===== config.mk =====
export PLATFORM = sky130hd
export DESIGN_NAME = uart_rx_ctrl
export DESIGN_NICKNAME = d
export VERILOG_FILES = /design/src/rtl/uart_rx_ctrl.sv
export SDC_FILE = /design/constraint.sdc
export NUM_CORES = 1
export LEC_CHECK = 0
export CAP_MARGIN = 20
export CORE_UTILIZATION = 46
export CTS_CLUSTER_SIZE = 12
export DETAILED_ROUTE_END_ITERATION = 10
export MAX_ROUTING_LAYER = met4
export PLACE_DENSITY = 0.72
export REMOVE_ABC_BUFFERS = 1
export SYNTH_ARGS = -nofsm -noshare
export SYNTH_HDL_FRONTEND = slang
export SYNTH_SLANG_ARGS = --single-unit
export TNS_END_PERCENT = 50

===== constraint.sdc =====
create_clock -name clk -period 1.4 [get_ports clk]
set_clock_uncertainty 0.15 [all_clocks]
set_input_delay 0.28 -clock clk [delete_from_list [all_inputs] [get_ports clk]]
set_output_delay 0.28 -clock clk [all_outputs]
set_load 0.005 [all_outputs]

===== src/rtl/uart_rx_ctrl.sv =====
// 8N1 UART receive controller: synchronises rx, gates an external baud tick
// generator and delivers one byte per start bit with rcv/frame_err strobes.
//   IDLE  | waiting for a falling edge on the synchronised line
//   START | baud generator running; mid-start-bit tick confirms the start
//   DATA  | shifting in DATA_BITS data bits, LSB first
//   STOP  | sampling the stop bit; strobe rcv or frame_err
module uart_rx_ctrl #(
  parameter int DATA_BITS = 8
) (
  input  logic                 clk,
  input  logic                 rstn,
  input  logic                 rx,
  input  logic                 baud_tick,
  output logic                 baud_en,
  output logic [DATA_BITS-1:0] data,
  output logic                 rcv,
  output logic                 frame_err,
  output logic                 busy
);

  localparam int CW = $clog2(DATA_BITS) + 1;

  typedef enum logic [1:0] {IDLE, START, DATA, STOP} state_t;

  state_t               state_q;
  logic                 rx_m_q, rx_s_q, rx_d_q;
  logic [DATA_BITS-1:0] shift_q, data_q;
  logic [CW-1:0]        bitcnt_q;
  logic                 baud_en_q, rcv_q, frame_err_q;
  logic                 start_det;

  always_ff @(posedge clk) begin
    if (!rstn) begin
      rx_m_q <= 1'b1;
      rx_s_q <= 1'b1;
      rx_d_q <= 1'b1;
    end else begin
      rx_m_q <= rx;
      rx_s_q <= rx_m_q;
      rx_d_q <= rx_s_q;
    end
  end

  // Edge, not level: a line held low (break) must not retrigger.
  assign start_det = ~rx_s_q & rx_d_q;

  always_ff @(posedge clk) begin
    if (!rstn) begin
      state_q     <= IDLE;
      shift_q     <= '0;
      bitcnt_q    <= '0;
      data_q      <= '0;
      baud_en_q   <= 1'b0;
      rcv_q       <= 1'b0;
      frame_err_q <= 1'b0;
    end else begin
      rcv_q       <= 1'b0;
      frame_err_q <= 1'b0;
      case (state_q)
        IDLE: begin
          if (start_det) begin
            state_q   <= START;
            baud_en_q <= 1'b1;
          end
        end
        START: begin
          if (baud_tick) begin
            if (!rx_s_q) begin
              state_q  <= DATA;
              bitcnt_q <= '0;
            end else begin
              state_q   <= IDLE;
              baud_en_q <= 1'b0;
            end
          end
        end
        DATA: begin
          if (baud_tick) begin
            shift_q  <= {rx_s_q, shift_q[DATA_BITS-1:1]};
            bitcnt_q <= bitcnt_q + CW'(1);
            if (bitcnt_q == CW'(DATA_BITS - 1)) state_q <= STOP;
          end
        end
        STOP: begin
          if (baud_tick) begin
            if (rx_s_q) begin
              data_q <= shift_q;
              rcv_q  <= 1'b1;
            end else begin
              frame_err_q <= 1'b1;
            end
            state_q   <= IDLE;
            baud_en_q <= 1'b0;
          end
        end
        default: begin
          state_q   <= IDLE;
          baud_en_q <= 1'b0;
        end
      endcase
    end
  end

  assign baud_en   = baud_en_q;
  assign data      = data_q;
  assign rcv       = rcv_q;
  assign frame_err = frame_err_q;
  assign busy      = (state_q != IDLE);

endmodule


After elaboration in Yosys (flattened, before gate mapping):

Index checks and enable logic that the tools add are counted.

* logic and storage cells: 52
* input port bits: 4
* output and inout bits: 12
* register bits: 28

* equality and inequality tests: 11
* multiplexer cells: 18
* bitwise gates (word level): 2
* reduce and logical (&&, ||, !) cells: 10
* $add $sub $neg: 1

Operators by type and width (count)
* 2-bit != test (second input constant): 7
* 2-bit two-way mux: 6
* 4-bit two-way mux: 3
* 5-bit AND reduction: 2
* 2-bit one-hot mux with 4 select lines: 1
* 4-bit one-hot mux with 2 select lines: 1
* 1-bit two-way mux: 6
* 3-bit AND reduction: 2
* 4-bit by 1-bit adder with 4-bit output (second input constant): 1
* 2-bit equality test (second input constant): 2
* 4-bit by 3-bit equality test with 1-bit output (second input constant): 1
* 4-bit AND reduction: 1
* 2-bit nonzero test: 2
* 1-bit one-hot mux with 3 select lines: 1
* 3-bit nonzero test: 1
* 2-bit by 1-bit equality test with 1-bit output (second input constant): 1
* 2-bit logical NOT: 1
* 2-bit AND reduction: 1
* 1-bit AND: 1
* 1-bit inverter: 1

Depth between registers and ports, before layout:

Gate-level depths: netlist of the first run.

* depth in word-level cells: 4
* gate-level depth with buffers: 5
* mapped depth without buffers: 4

Worst setup path before layout of the first run:

No wires, ideal clock.

* kind: flip-flop to flip-flop
* start point: register rx_s_q
* end point: register bitcnt_q[3]
* stages on the path, launching flop included: 5
* library setup time: 72 ps
* arrival: 1104 ps
* period minus slack after synthesis: 1325 ps
* buffers on the path: 1
* data required time: 1178 ps
* slack: 75 ps
* cells stage by stage: dfxtp_1 > buf_6 > or3b_4 > a21oi_2 > mux2i_1

* word-level cells in the longest chain between the ends: 2

RTL lines
* start: declaration: line 26 `logic rx_m_q, rx_s_q, rx_d_q;`
* start signal: assignment: line 39 `rx_s_q <= rx_m_q;`
* 2-bit != test (no line)
* 4-bit AND reduction (no line)
* end signal: assignment: line 80 `bitcnt_q <= bitcnt_q + CW'(1);`
* end: declaration: line 28 `logic [CW-1:0] bitcnt_q;`

Every way passes these cells.
A chain may end at the register's enable or synchronous reset.

Worst setup path after layout of the first run:

* start point: register state_q[0]
* end point: register shift_q[6]

* word-level cells in the longest chain between the ends: 2

RTL lines
* start: declaration: line 25 `state_t state_q;`
* start signal: assignment: line 49 `state_q <= IDLE;`
* start signal: assignment: line 62 `state_q <= START;`
* start signal: assignment: line 69 `state_q <= DATA;`
* 2-bit equality test: line 59 `case (state_q)`
* 2-bit AND reduction (no line)
* end signal: assignment: line 79 `shift_q <= {rx_s_q, shift_q[DATA_BITS-1:1]};`
* end: declaration: line 27 `logic [DATA_BITS-1:0] shift_q, data_q;`

Every way passes these cells.

==> summary.md, run 1 <==
| Metric | Value |
|---|---|
| Worst Hold Launch | rx_m_q$_SDFF_PN1_ |
| Worst skew pair latency | 0.33 ns |
| CTS sink count | 28 |
| Reg2reg start | state_q[0]$_SDFFE_PN0P_ |
| Initial cell density of the core | between 40% and 50% |
| H-tree depth | 1 |
| Reg2Reg Depth | 6 |
| Post-detailed-route wirelength per cell | 12.4 µm |
| Status | finished with violations |
| Total wire length | 2200 µm |
| Hold path endpoint | rx_s_q$_SDFF_PN1_ |
| Top cell family by delay on the critical path | buffers and inverters |
| Design area | 0.00148 mm² |
| Critical Path RT | 1.49 ns |
| Pin count of the biggest net entering global routing | 17 |
| Failing checks | setup timing |
| Vias per std cell | 5.29 |
| Startpoint types | flop |
| CP most frequent cell | buf_6 |
| Global-route wire length before repair | 3620 µm |
| Critical Path AT | about 1.6 ns |
| GRT busiest layer | met2 |
| CTS Buf Count | 3 |
| Syn Inst Count | ~120 |
| Layout Cells excl Fill | 177 |
| Pins over their slew limit | 0 |
| Slowest cell on crit path | dfxtp_2 |
| Hold Crit Class | flop to flop |
| EDFF count, synth | 0 |
| Post-CTS Hold Buffers | 0 |
| Final Hold Fails | 0 |
| Synth unique cells | 30 |
| Cell-internal power | about 1100 µW |
| RSZ-0062 raised after global routing | yes |
| Hold slack | 0.275 ns |
| Die area | 0.00260 mm² |
| Die X | 51.0 µm |
| Initial antenna violation count | 0 |
| Util after Layout | roughly 66% |
| Max FO, Critical Path | 4 |
| Final setup viols | 10 |
| Row cnt | 17 |
| RR Endpoint | shift_q[6]$_SDFFE_PN0P_ |
| Routability cong. | 0.800 |
| Sw Ratio | a little over 20% |
| Syn-to-layout area delta | 33.7% |
| IO Port Bufs | 15 |
| Ys flop type | dfxtp_1 |
| Met2 Resource Use GR | just over 30% |
| Core area | 0.00223 mm² |
| P_leak | 0.000576 µW |
| Clock power frac | 37.2% |
| Setup WS post-layout | -0.0635 ns |
| Worst-path clk slew | around 0.15 ns |
| Minimum clock period | 1.46 ns |
| Slew HR | 82.0% |
| Sequential area share after synthesis | between 50% and 60% |
| Fmax | 0.683 GHz |
| Remaining global-route overflow | 0 |
| Met1 Usage GRT | 22.7% |
| Post-synth ARST share | 0% |
| Sequential power share | 56.7% |
| Dpl cell area | 0.00136 mm² |
| Final ANT Viol Nets | 0 |
| Synthesized area per cell | 9.07 µm² |
| Total track usage | approximately 20% |
| GR Layer Usage met3 | 3.57% |
| PwrDens | 967 mW/mm² |
| First DRT Iteration DRCs | 11 |
| Placed instance count | ~170 |
| Yosys Warn Count | 0 |
| Worst Setup End Kind | flop |
| Slew @ Worst Pin | 0.270 ns |
| Nets | around 160 |
| Combinational power share | around 6.1% |
| Antenna Cells | 0 |
| Final worst path period share | 105% |
| Share of layout cells above drive strength 1 | around 26% |
| Vias | 936 |
| First-pass DRT Iterations | 4 |
| Num ports | 16 |
| Vias in the first global route | 841 |
| R2R Setup Slk | -0.06 ns |
| Buf+Inv Stages, Crit Path | 3 |
| Cell Area, Synth | 0.00111 mm² |
| Sequence of cells on the critical path | buf_6 > buf_6 > and3b_2 > clkbuf_16 > mux2i_1 > nor2_1 |
| Sw Pwr | 288 µW |
| Detailed placement HPWL | between 1000 and 1500 µm |
| Root Driver | clkbuf_4 |
| Worst Setup Path Type | flop to flop |
| Slowest Stage Delay on Critical Path | 0.35 ns |
| Clock Tree Buf Depth | 2 |
| CTS tree | yes |
| #FFs+latches synth | 28 |
| Worst VDD drop | 0.716 mV |
| DRC | 0 |
| Max-Cap Viols | 0 |
| WP depth | 6 |
| WHS Path Cells | 1 |
| Die Y | about 51 µm |
## registers in the layout, summed over array words and instances (netlist names), named ones only
name / count
frame_err: 1
data: 8
baud_en: 1
state_q: 1
shift_q: 8
bitcnt_q: 4
rx_d_q: 1
rx_s_q: 1
rcv: 1
rx_m_q: 1
## worst register-to-register path, stage by stage (launching register included)
cell and delay, ns:
dfxtp_2 0.35, buf_6 0.11, buf_6 0.11, and3b_2 0.28, clkbuf_16 0.15, mux2i_1 0.17, nor2_1 0.05
## Yosys cell counts (2+ instances only)
| cell | number | area [µm²] |
|---|---|---|
| o21ai_0 | 2 | 10.0 |
| buf_4 | 2 | 15.0 |
| nand4_1 | 2 | 12.5 |
| buf_2 | 2 | 10.0 |
| mux2i_1 | 9 | 90.1 |
| dfxtp_1 | 28 | 561 |
| nand2_1 | 21 | 78.8 |
| nor2_1 | 12 | 45.0 |
| nand3b_1 | 4 | 30.0 |
| nand2b_1 | 4 | 25.0 |
| clkbuf_1 | 3 | 11.3 |
| a21oi_1 | 15 | 75.1 |
## routing by layer
| metal | share of wire (%) | wire, µm | vias up |
|---|---|---|---|
| li1 | - | - | 467 |
| met1 | 46 | 1010 | 442 |
| met2 | 48 | 1050 | 23 |
| met3 | 4.5 | 98 | 4 |
| met4 | 1.5 | 34 | 0 |
| met5 | 0 | 0 | - |
## worst max-delay path by stage
| stage | from | to |
|---|---|---|
| floorplan | flop | shift_q[0]$_SDFFE_PN0P_ |
| finish | state_q[0]$_SDFFE_PN0P_ | shift_q[6]$_SDFFE_PN0P_ |
| global placement | baud_tick | data[7]$_SDFFE_PN0P_ |
| CTS | data[4]$_SDFFE_PN0P_ | data[4] |
| detailed placement | baud_tick | bitcnt_q[2]$_SDFFE_PN0P_ |
| global route | state_q[0]$_SDFFE_PN0P_ | shift_q[5]$_SDFFE_PN0P_ |
## power groups by stage
stage,registers (µW),logic (µW),clock network (µW)
after detailed placement,829,78.2,0
after CTS,810,84.6,548
after floorplan,831,26.4,0
after global routing,812,94.4,571
after global placement,829,77.0,0
final,811,87.1,532
## area by class of cell
type / instances / area, µm²
fillers: 177 / 754
clock inverters: 1 / 30.0
multi-input cells: 84 / 505
inverters: 2 / 7.51
clock buffers: 3 / 22.5
repair buffers: 31 / 304
well taps: 28 / 35.0
flip-flops and latches: 28 / 574
## through the flow
stage	TNS, ns	total power (µW)	worst slack [ns]
finish	-0.391	1430	-0.0635
global placement	-4.76	906	-0.247
CTS	-0.891	1440	-0.218
floorplan	-0.453	857	-0.0647
global route	-1.04	1480	-0.113
detailed placement	-5.18	907	-0.278
## cell families after synthesis
family                     Yosys count  synth area share (%)
DFF                                 28                  50.7
and+or+nand+nor                     52                  24.0
AOI/OAI and AO/OA                   21                  10.3
buffers and inverters               10                  4.98
xor gates and xnor gates             1                 0.792
muxes                                9                  8.15
adders and majority gates            1                  1.13
## layout by cell type, fill, tap and decap left out
cell type	n
inv_2	1
nor4_1	1
nand3b_1	4
clkbuf_16	1
nand2_1	21
clkbuf_2	1
and4_2	1
buf_6	3
dfxtp_2	11
inv_1	1
o21bai_1	1
o21ai_0	2
and3b_2	1
dfxtp_1	17
nand2b_1	4
a21oi_1	15
nor3b_1	1
a21oi_4	1
nor2_1	12
clkdlybuf4s50_1	3
nand4bb_1	1
or2_1	1
mux2i_1	9
clkdlybuf4s15_1	6
bufinv_16	1
dlymetal6s2s_1	1
dlygate4sd2_1	4
a211oi_2	1
nand4_1	2
buf_12	1
nand3_1	1
buf_4	11
o21ai_1	1
or3b_4	1
ha_1	1
xor2_1	1
clkbuf_4	3
nand4b_1	1
## timing repair
item                                   CTS  global route
pin swaps                                1             4
setup endpoints to repair               13            27
resized for setup                       24            14
endpoints found under the hold margin    0             0
buffers inserted                         4             0
cloned                                   0             1
Note: power is estimated with default switching activity, not from simulation.
==> run 2, diff against run 1 <==
- GPL_TIMING_DRIVEN: default -> 0
==> summary.md, run 2 (synthesized netlist as in run 1, its figures left out) <==
| Metric | Value |
|---|---|
| Slowest cell on crit path | or3b_4 |
| Remaining global-route overflow | 0 (unchanged) |
| Final setup viols | 2 (-8) |
| Minimum clock period | 1.47 ns (+0.00808 ns) |
| Startpoint types | flop |
| WHS Path Cells | 1 (unchanged) |
| Critical Path AT | 1.57 ns (+0.02 ns) |
| PwrDens | 1030 mW/mm² (+6.1%) |
| Placed instance count | 157 (-7.1%) |
| Most common cell after layout, fill and taps aside | nand2_1 |
| Core area | 0.00223 mm² (unchanged) |
| CTS tree | yes |
| Max FO, Critical Path | 15 (+11) |
| Max-Cap Viols | 0 (unchanged) |
| Routability cong. | 0.813 (+1.6%) |
| Syn-to-layout area delta | 23.0% |
| Share of layout cells above drive strength 1 | 19.4% (-6.1 points) |
| R2R Setup Slk | -0.07 ns (about the same) |
| Place WS | -0.704 ns (-0.426 ns) |
| Setup WS post-layout | -0.0715 ns (-0.00808 ns) |
| Antenna Cells | 0 (unchanged) |
| DRC | 0 (unchanged) |
| Initial cell density of the core | 49.5% (unchanged) |
| RR Endpoint | bitcnt_q[3]$_SDFFE_PN0P_ |
| Pin count of the biggest net entering global routing | 23 (+6) |
| Reg area | 581 µm² (+1.1%) |
| Num ports | 16 (unchanged) |
| Die X | 51.0 µm (unchanged) |
| Slew @ Worst Pin | 0.371 ns (+0.101 ns) |
| Detailed placement HPWL | 1300 µm (-12%) |
| P_leak | 0.000544 µW (-5.7%) |
| IO Port Bufs | 15 (unchanged) |
| Total wire length | 1980 µm (-9.7%) |
| Clock Tree Buf Depth | 2 (unchanged) |
| Root Driver | clkbuf_4 |
| Slew HR | 75.3% (-6.7 points) |
| Worst Setup Path Type | flop to flop |
| Reg2Reg Depth | 4 (-2) |
| Die Y | 51.0 µm (unchanged) |
| Vias per std cell | 5.16 (-2.5%) |
| CTS Buf Count | 3 (unchanged) |
| Status | finished with violations |
| Hold slack | 0.286 ns (+0.0104 ns) |
| Sequence of cells on the critical path | buf_6 > or3b_4 > a21oi_2 > mux2i_1 |
| Post-CTS Hold Buffers | 0 (unchanged) |
| Post-detailed-route wirelength per cell | 11.9 µm (-4.3%) |
| Failing checks | setup timing |
| Pins over their slew limit | 0 (unchanged) |
| Worst skew pair latency | 0.32 ns (about the same) |
| Hold Crit Class | flop to flop |
| Initial antenna violation count | 0 (unchanged) |
| Worst VDD drop | 0.708 mV (-1.2%) |
| Layout fillers | 204 (+15%) |
| Final ANT Viol Nets | 0 (unchanged) |
| CTS sink count | 28 (unchanged) |
| Final worst path period share | 105% (+0.58 points) |
| First DRT Iteration DRCs | 11 (unchanged) |
| Global-route wire length before repair | 3320 µm (-8.2%) |
| Slowest Stage Delay on Critical Path | 0.38 ns (+0.03 ns) |
| Layout Cells excl Fill | 167 (-5.6%) |
| Hold path endpoint | rx_s_q$_SDFF_PN1_ |
| Final Hold Fails | 0 (unchanged) |
| Row cnt | 17 (unchanged) |
| Total track usage | 17.8% (-1.7 points) |
| Vias | 861 (-8.0%) |
| RSZ-0062 raised after global routing | yes |
| First-pass DRT Iterations | 4 (unchanged) |
| Worst-path clk slew | 0.14 ns (about the same) |
| Fmax | 0.680 GHz (-0.55%) |
| H-tree depth | 1 (unchanged) |
| Nets | 145 (-6.5%) |
| Vias in the first global route | 755 (-10%) |
| Worst Setup End Kind | flop |
| Most frequent cells in the layout | nand2_1 (21), dfxtp_1 (16), a21oi_1 (15) |
| Critical Path RT | 1.50 ns (about the same) |
| Die area | 0.00260 mm² (unchanged) |
| Worst Hold Launch | rx_m_q$_SDFF_PN1_ |
| Area of the multi-input gates | 502 µm² (-0.74%) |
==> run 2: worst max path at each step <==
stage / depth (start not counted) / endpoint / slack, ns / start
floorplan: 3 / shift_q[0]$_SDFFE_PN0P_ / -0.06 / flop
global placement: 4 / shift_q[5]$_SDFFE_PN0P_ / -0.69 / baud_tick
detailed placement: 4 / shift_q[6]$_SDFFE_PN0P_ / -0.70 / baud_tick
CTS: 1 / data[3] / -0.20 / data[3]$_SDFFE_PN0P_
global route: 4 / bitcnt_q[3]$_SDFFE_PN0P_ / -0.09 / state_q[0]$_SDFFE_PN0P_
finish: 4 / bitcnt_q[3]$_SDFFE_PN0P_ / -0.07 / flop
==> run 2: area by class of cell <==
type / count / share of cell area (%)
sequential: 28 / 42.7
inverter: 2 / 0.552
timing repair buffer: 20 / 13.4
clock inverter: 1 / 2.21
tap: 28 / 2.58
multi-input combinational: 85 / 36.9
clock buffer: 3 / 1.66
==> run 2: power breakdown <==
| group | internal, µW | switching [µW] | total (µW) |
|---|---|---|---|
| logic | 31.3 | 33.5 | 64.8 |
| clock network | 289 | 232 | 521 |
| registers | 803 | 5.87 | 809 |
| total | 1120 | 271 | 1390 |
==> run 2: per-stage QoR <==
| step | power, µW | util (%) | instance area (µm²) | TNS [ns] |
|---|---|---|---|---|
| after floorplan | 857 | - | 1060 | -0.453 |
| after global routing | 1440 | 60.9 | 1360 | -0.313 |
| after CTS | 1400 | 60.4 | 1350 | -0.418 |
| after global placement | 887 | 55.7 | 1240 | -12.13 |
| final | 1400 | 60.9 | 1360 | -0.112 |
| after detailed placement | 888 | 55.7 | 1240 | -12.10 |
==> run 2: critical path, delay by kind of cell (launching register included) <==
kind            cells  cell delay [ns]
buf+inv             1             0.14
compound gates      1             0.14
flops               1             0.37
mux                 1             0.22
simple gates        1             0.38
==> run 2: routing by layer <==
layer  part of all wire [%]  global-route usage (%)
met1                     48                    21.8
met2                     47                    28.7
met3                    3.6                    3.57
met4                   0.91                    6.94
met5                      0                       -
==> run 2: timing repair <==
action / 4_1_cts / 5_1_grt
gates resized for setup: 30 / 4
buffers inserted: 4 / 1
pin swaps: 2 / 3
endpoints found under the setup margin: 31 / 16
gates cloned: 1 / 0
